### src/rtl/sub24bit_pl.sv
`default_nettype none
// ============================================================================
// Module   : sub24bit_pl
// Purpose  : Three-stage pipelined 24-bit unsigned subtractor with borrow-in.
//            Computes diff = {1'b0,a} - {1'b0,b} - bIn (mod 2^25) as
//            a + ~b + ~bIn through a Kogge-Stone style kill/propagate/generate
//            (KPG) prefix network. diff[24] is the borrow-out.
//            Valid/ready handshake on both sides; the whole pipeline advances
//            as one unit whenever in_ready is high.
// Ports    : clk       - clock, rising edge
//            rst       - synchronous active-high reset
//            in_valid  - a, b, bIn are valid
//            in_ready  - operands accepted this cycle (~out_valid | out_ready)
//            a, b      - 24-bit unsigned minuend / subtrahend
//            bIn       - borrow-in
//            out_valid - diff is valid
//            out_ready - consumer accepts diff
//            diff      - 25-bit result, bit 24 = borrow-out
//            ovf       - signed overflow of diff[23:0] (SUB24_SIGNED_OVF_EN only)
// Options  : define SUB24_SIGNED_OVF_EN to add the registered ovf output.
// Revision : 1.0 - initial release
// ============================================================================
module sub24bit_pl (
    input  logic        clk,
    input  logic        rst,
    input  logic        in_valid,
    output logic        in_ready,
    input  logic [23:0] a,
    input  logic [23:0] b,
    input  logic        bIn,
    output logic        out_valid,
    input  logic        out_ready,
    output logic [24:0] diff
`ifdef SUB24_SIGNED_OVF_EN
    ,
    output logic        ovf
`endif
);

    // 25 prefix positions: position 0 is the carry-in, position i+1 is bit i.
    localparam int c_N = 25;

    // KPG codes: kill=00, propagate=01/10, generate=11.
    // Combine: keep the upper code unless it is propagate, then take the lower.
    function automatic logic [1:0] kpg_combine(input logic [1:0] upper,
                                               input logic [1:0] lower);
        return (upper[1] ^ upper[0]) ? lower : upper;
    endfunction

    // One prefix level with the given span.
    function automatic logic [c_N-1:0][1:0] kpg_level(input logic [c_N-1:0][1:0] prev,
                                                      input int span);
        logic [c_N-1:0][1:0] res;
        for (int i = 0; i < c_N; i++) begin
            if (i >= span) begin
                res[i] = kpg_combine(prev[i], prev[i-span]);
            end else begin
                res[i] = prev[i];
            end
        end
        return res;
    endfunction

    logic                w_adv;
    logic [c_N-1:0][1:0] w_kpg0;
    logic [c_N-1:0][1:0] w_lvl1;
    logic [c_N-1:0][1:0] w_lvl2;
    logic [c_N-1:0][1:0] w_lvl3;
    logic [c_N-1:0][1:0] w_lvl4;
    logic [c_N-1:0][1:0] w_lvl5;
    logic [24:0]         w_carry;
    logic [24:0]         w_diff;

    logic                r1_valid;
    logic [c_N-1:0][1:0] r1_kpg;
    logic [23:0]         r1_a;
    logic [23:0]         r1_b;
    logic                r2_valid;
    logic [c_N-1:0][1:0] r2_kpg;
    logic [23:0]         r2_a;
    logic [23:0]         r2_b;
    logic                r_out_valid;
    logic [24:0]         r_diff;

    assign in_ready  = ~r_out_valid | out_ready;
    assign w_adv     = in_ready;
    assign out_valid = r_out_valid;
    assign diff      = r_diff;

    // Stage 1 inputs: per-bit code is simply {a, ~b}; carry-in is generate
    // when there is no borrow (adding 1 of the two's complement), else kill.
    always_comb begin
        w_kpg0[0] = bIn ? 2'b00 : 2'b11;
        for (int i = 0; i < 24; i++) begin
            w_kpg0[i+1] = {a[i], ~b[i]};
        end
    end

    // Stage 2 logic: spans 1, 2, 4.
    assign w_lvl1 = kpg_level(r1_kpg, 1);
    assign w_lvl2 = kpg_level(w_lvl1, 2);
    assign w_lvl3 = kpg_level(w_lvl2, 4);

    // Stage 3 logic: spans 8, 16. Position 0 is never propagate, so every
    // prefix is fully resolved to kill or generate after the last level.
    assign w_lvl4 = kpg_level(r2_kpg, 8);
    assign w_lvl5 = kpg_level(w_lvl4, 16);

    always_comb begin
        for (int i = 0; i < c_N; i++) begin
            w_carry[i] = &w_lvl5[i];
        end
        w_diff[23:0] = r2_a ^ ~r2_b ^ w_carry[23:0];
        // Borrow-out is the inverse of the adder carry-out.
        w_diff[24]   = ~w_carry[24];
    end

    // Control and output registers (reset).
    always_ff @(posedge clk) begin
        if (rst) begin
            r1_valid    <= 1'b0;
            r2_valid    <= 1'b0;
            r_out_valid <= 1'b0;
            r_diff      <= 25'd0;
        end else if (w_adv) begin
            r1_valid    <= in_valid;
            r2_valid    <= r1_valid;
            r_out_valid <= r2_valid;
            r_diff      <= w_diff;
        end
    end

    // Datapath registers; contents are qualified by the valid bits.
    always_ff @(posedge clk) begin
        if (w_adv) begin
            r1_kpg <= w_kpg0;
            r1_a   <= a;
            r1_b   <= b;
            r2_kpg <= w_lvl3;
            r2_a   <= r1_a;
            r2_b   <= r1_b;
        end
    end

`ifdef SUB24_SIGNED_OVF_EN
    logic r_ovf;
    assign ovf = r_ovf;

    always_ff @(posedge clk) begin
        if (rst) begin
            r_ovf <= 1'b0;
        end else if (w_adv) begin
            r_ovf <= (r2_a[23] != r2_b[23]) && (w_diff[23] != r2_a[23]);
        end
    end
`endif

endmodule
`default_nettype wire

### config.mk
export PLATFORM = sky130hd
export DESIGN_NAME = sub24bit_pl
export DESIGN_NICKNAME = d
export VERILOG_FILES = /design/src/rtl/sub24bit_pl.sv
export SDC_FILE = /design/constraint.sdc
export NUM_CORES = 1
export LEC_CHECK = 0
export CAP_MARGIN = 30
export CORE_MARGIN = 2
export CORE_UTILIZATION = 50
export DETAILED_ROUTE_END_ITERATION = 8
export PLACE_DENSITY = 0.68
export RECOVER_POWER = 50
export SYNTH_ARGS = -nofsm -noshare
export SYNTH_HDL_FRONTEND = slang
export SYNTH_SLANG_ARGS = --single-unit
### constraint.sdc
create_clock -name clk -period 11.9 [get_ports clk]
set_input_delay 1.19 -clock clk [delete_from_list [all_inputs] [get_ports clk]]
set_output_delay 1.19 -clock clk [all_outputs]
set_load 0.01 [all_outputs]
==> results of run 1 <==
==> metrics by stage <==
step | total power, mW | cells | instance area, um^2 | hold slack (ps)
floorplan | 1.046 | 662 | 8710 | 400.3
global placement | 1.135 | 924 | 9612 | 400.6
detailed placement | 1.146 | 924 | 9612 | 404.5
CTS | 1.670 | 955 | 10150 | 420.8
global route | 1.725 | 956 | 10170 | 424.3
finish | 1.657 | 956 | 10170 | 417.4
==> critical path: stages <==
cell             delay, ps
dlygate4sd3_1          530
nor2b_1                440
inv_8                  340
clkdlybuf4s50_1        600
==> cells by family (layout without fill, tap and decap cells) <==
group | after synthesis | count (layout) | share of synthesized area (%)
AO/OA/AOI/OAI | 196 | 196 | 15.47
XOR/XNOR | 35 | 35 | 3.520
adder cells (fa/ha/maj) | 65 | 65 | 7.643
buffers and inverters | 70 | 139 | 3.333
flip-flops | 198 | 198 | 65.05
AND/OR/NAND/NOR | 98 | 98 | 4.985
==> sequential cells by signal (all words and copies together), names as in the netlist <==
signal	flops
diff	25
out_valid	1
r1_a	23
r1_b	24
r1_kpg	26
r1_valid	1
r2_a	24
r2_b	24
r2_kpg	49
r2_valid	1
==> metal layers <==
metal	up-vias	track usage (%)	share of wire (%)
met3	21	3.430	4.9
met5	-	0	0
met1	2600	26.11	47
met2	165	28.28	46
met4	0	6.424	1.6
li1	2643	-	-
==> area by class of cell <==
cell class,instances,share of cell area (%)
Sequential cell,198,55.72
Multi-Input combinational cell,394,26.98
Timing Repair Buffer,82,8.195
Clock buffer,19,4.257
Tap cell,225,2.769
Clock inverter,12,1.046
Inverter,26,1.034
==> synthesized netlist by cell type, types with 9 or more instances <==
library cell and n:
a221oi_1 27, clkbuf_1 37, xnor2_1 21, xor2_1 14, a311oi_1 14, nor2_1 32
maj3_1 53, o21ai_0 51, inv_1 25, o21a_1 33, a31oi_1 9, maj3_2 12
nand2_1 35, a211oi_1 11, or2_2 10, a21oi_1 14, dfxtp_1 28, o22ai_1 13
edfxtp_1 170, a21o_1 10
==> how the worst min path moves through the flow <==
| stage | startpoint | to | slack (ps) | depth (start not counted) |
|---|---|---|---|---|
| CTS | r1_b[10] | r2_b[10] | 420 | 0 |
| floorplan | r1_b[0] | r2_b[0] | 400 | 0 |
| global placement | r1_b[14] | r2_b[14] | 400 | 0 |
| detailed placement | r1_b[10] | r2_b[10] | 400 | 0 |
| finish | r1_b[5] | r2_b[5] | 420 | 0 |
| global route | r1_b[22] | r2_b[22] | 420 | 0 |
==> power by group through the flow <==
stage | Clock (mW) | Sequential [mW] | Combinational, mW
3_5_place_dp | 0 | 0.910 | 0.236
6_report | 0.529 | 0.896 | 0.233
3_3_place_gp | 0 | 0.906 | 0.230
5_1_grt | 0.564 | 0.905 | 0.256
2_1_floorplan | 0 | 0.890 | 0.155
4_1_cts | 0.538 | 0.895 | 0.237
==> flow_summary.ini, run 1 <==
[clock_network]
clkTransAtPathRegs_ps = 60
cts_setup_buffers = 0
cts.htree.levels = 4
cts_tree = yes
cts_hold_buf = 0
worstSkewPairLatency_ps = 420
cts_sinks = 198
cts_made_buffers = 17
cts_buffer_depth = 2
cts_resized = 0
cts_root_buf = clkbuf_16

[yosys]
ys_seq_area_share_pct = 65.05
synth_edf_count = 170
syn_inst = 662
yosysTopAreaCell = edfxtp_1
yosys-top-cells-area = edfxtp_1, dfxtp_1, maj3_1
yosysWarnings = 0
synth_area_um2 = 8710
ys_ff_latch = 198
synthesis.nets = 715
synth_ff_type = edfxtp_1
yosysUniqueCellTypes = 38
syn_area_per_cell_um2 = 13.16
yosys.area.top_type_share_pct = 58.61
synthArstFlopShare_pct = 0

[global_route]
antenna_found_initial = 0
grt_pass1_vias = 5053
overflow = 0
grt_pass1_wl_um = 25710
grt_start_max_net_pins = 106
track_usage_pct = 18.29

[worst_setup_path]
r2r_start = r1_kpg[0]
crit_required_ps = 10710
crit_type = in -> out
r2r_cells = 4
crit_path_start = out_ready
reg2reg_to = r2_kpg[15]
crit_end = in_ready
worst_setup_path_start_kind = input pin
r2r_slack_ps = 9360
crit_path_end_kind = primary output
arrival_ps = 3160
critPathMaxFanout = 105

[final_layout]
layout.nets = 772
syn_to_final_growth_pct = 16.75
fillers = 1403
utilization_pct = 59.20
multi_input_area_um2 = 2744
layout_common_cells = edfxtp_1, maj3_1, o21ai_0
layout_commonest_cell = edfxtp_1
final-seq-area_um2 = 5665
drive_gt1_share_pct = 6.566
diodes = 0

[floorplan]
die_h_um = 136.0
initial_core_util_pct = 50.71
core_um2 = 17180
die_w_um = 136.0
die-area_um2 = 18490
ios = 80
rows = 48

[routing]
wl_per_cell_um = 17.09
firstDrtPassIters = 5
finalWirelength_um = 16340
vias_per_cell = 5.679
drtAntennaViolNets = 0
num_vias = 5429
dr.first_iter.drc_count = 553
drc = 0

[sta]
setup_violations = 0
post-route-period-util_pct = 36.55
fin_crit_ps = 4350
clock_skew_ps = 6.878
slew_headroom_pct = 48.62
fmax_mhz = 229.9
worstMarginPinSlew_ps = 770.7
tns_ps = 0
worst_slack_ps = 7550
hold_viol_final = 0
rsz0062_at_grt = false
maxSlewViolCount = 0

[place]
place_ws_ps = 7697
hpwl_um = 11520
routabilityCongestion = 0.8100
port_buffers = 79

[power]
seqPwrFrac_pct = 54.0
p_switching_uw = 411.6
comb_power_share_pct = 14.1
switching_share_pct = 24.83
p_per_area_nw_per_um2 = 163.0
clockPowerShare_pct = 31.9
peakVddDrop_uv = 103.8
p_int_mw = 1.246
p_leak_nw = 3.594

[min_path]
hold_path.class = reg -> reg

[flow_run]
cap_violations = 0

[outcome]
status = completed
Power figures use the tool's default switching activity.
==> run 2, diff against run 1 <==
==> constraint.sdc (replaced) <==
create_clock -name clk -period 4.4 [get_ports clk]
set_input_delay 0.44 -clock clk [delete_from_list [all_inputs] [get_ports clk]]
set_output_delay 0.44 -clock clk [all_outputs]
set_load 0.01 [all_outputs]
==> run 2 against run 1 <==
Against the previous run:
- die area unchanged
- sequential power rose to 2.7 times the previous value
- largest power group unchanged
- clock power grew to 2.8 times the previous value
==> flow_summary.ini, run 2 (synthesized netlist as in run 1, its figures left out) <==
[routing]
drtAntennaViolNets = 0
vias_per_cell = 5.573
num_vias = 5333
finalWirelength_um = 15800
drc = 0
dr.first_iter.drc_count = 421
firstDrtPassIters = 5
wl_per_cell_um = 16.51

[floorplan]
die_w_um = 136.0
die-area_um2 = 18490
initial_core_util_pct = 50.71
core_um2 = 17180
rows = 48
die_h_um = 136.0
ios = 80

[power]
switching_share_pct = 24.58
p_per_area_nw_per_um2 = 444.6
p_int_mw = 3.419
total_power_mw = 4.533
p_leak_nw = 3.624
p_switching_mw = 1.114
clockPowerShare_pct = 32.8
seqPwrFrac_pct = 53.3
comb_power_share_pct = 13.8
peakVddDrop_uv = 287.2

[clock_network]
cts_resized = 0
cts_buffer_depth = 2
cts_sinks = 198
cts_hold_buf = 0
cts.htree.levels = 4
cts_root_buf = clkbuf_16
cts_setup_buffers = 0
cts_tree = yes
cts_made_buffers = 17
clkTransAtPathRegs_ps = 60
worstSkewPairLatency_ps = 430

[sta]
fmax_mhz = 342.6
rsz0062_at_grt = false
clock_skew_ps = 8.244
setup_violations = 0
fin_crit_ps = 2919
worstMarginPinSlew_ps = 798.3
post-route-period-util_pct = 66.34
tns_ps = 0
whs_ps = 418.6
hold_viol_final = 0
slew_headroom_pct = 46.78
maxSlewViolCount = 0

[final_layout]
layout.nets = 772
layout_common_cells = edfxtp_1, maj3_1, o21ai_0
registers.top_by_ff_count = r2_kpg
design_area_um2 = 10200
layout_commonest_cell = edfxtp_1
multi_input_area_um2 = 2751
syn_to_final_growth_pct = 17.07
fillers = 1350
final-seq-area_um2 = 5665
drive_gt1_share_pct = 7.650
largest_reg_flops = 49
diodes = 0
utilization_pct = 59.36

[worst_setup_path]
critPathMaxFanout = 123
crit_type = in -> out
crit_required_ps = 3960
max_stage_delay_ps = 610
worst_setup_path_start_kind = input pin
crit_chain = dlygate4sd3_1 -> nor2b_1 -> inv_8 -> clkdlybuf4s50_1
arrival_ps = 2480
r2r_cells = 4
worst-path-buf-inv = 3
crit_slowest_cell = clkdlybuf4s50_1
crit_path_end_kind = primary output
crit_cells = 4
cp_top_family = buffers and inverters

[global_route]
grt_pass1_wl_um = 25090
grt_start_max_net_pins = 124
antenna_found_initial = 0
overflow = 0
track_usage_pct = 18.08
grt_pass1_vias = 4999

[place]
hpwl_um = 11420
placed_cell_area_um2 = 9627
routabilityCongestion = 0.8039
port_buffers = 79

[min_path]
whs_path_depth = 0
hold_path.class = reg -> reg

[flow_run]
cap_violations = 0

[outcome]
status = completed
==> run 2: power groups by stage <==
stage	registers [mW]	clock network (mW)	logic, mW
floorplan	2.40	0	0.420
global placement	2.45	0	0.622
detailed placement	2.46	0	0.639
CTS	2.42	1.51	0.641
global route	2.45	1.59	0.695
finish	2.42	1.49	0.627
==> run 2: layout make-up <==
class | count | share of cell area [%]
sequential | 198 | 55.57
clock inverter | 8 | 0.5645
multi-input combinational | 394 | 26.98
timing repair buffer | 82 | 8.050
tap | 225 | 2.761
inverter | 26 | 1.031
clock buffer | 24 | 5.044
==> run 2: metrics by stage <==
stage               std cells  worst slack, ps
floorplan                 662             1022
global route              957             1378
CTS                       957             1628
finish                    957             1481
detailed placement        925             1629
global placement          924             1646
==> run 2: worst register-to-register path: cells and delay by family, from the launching register on <==
kind       cells  cell delay, ps
fa+ha+maj      4            1680
flops          1             460
==> run 2: worst paths after layout <==
kind	from	endpoint	slack, ps
min reg2reg	r1_b[15]	r2_b[15]	420
max reg2reg	r1_kpg[2]	r2_kpg[15]	2010
max	out_ready	in_ready	1480
min	r1_b[15]	r2_b[15]	420
==> run 2: metal layers <==
layer	vias to the layer above	track usage (%)	routed length (um)
li1	2644	-	-
met1	2537	25.10	7364
met2	130	28.14	7372
met3	22	3.691	767
met4	0	7.118	297
met5	-	0	0
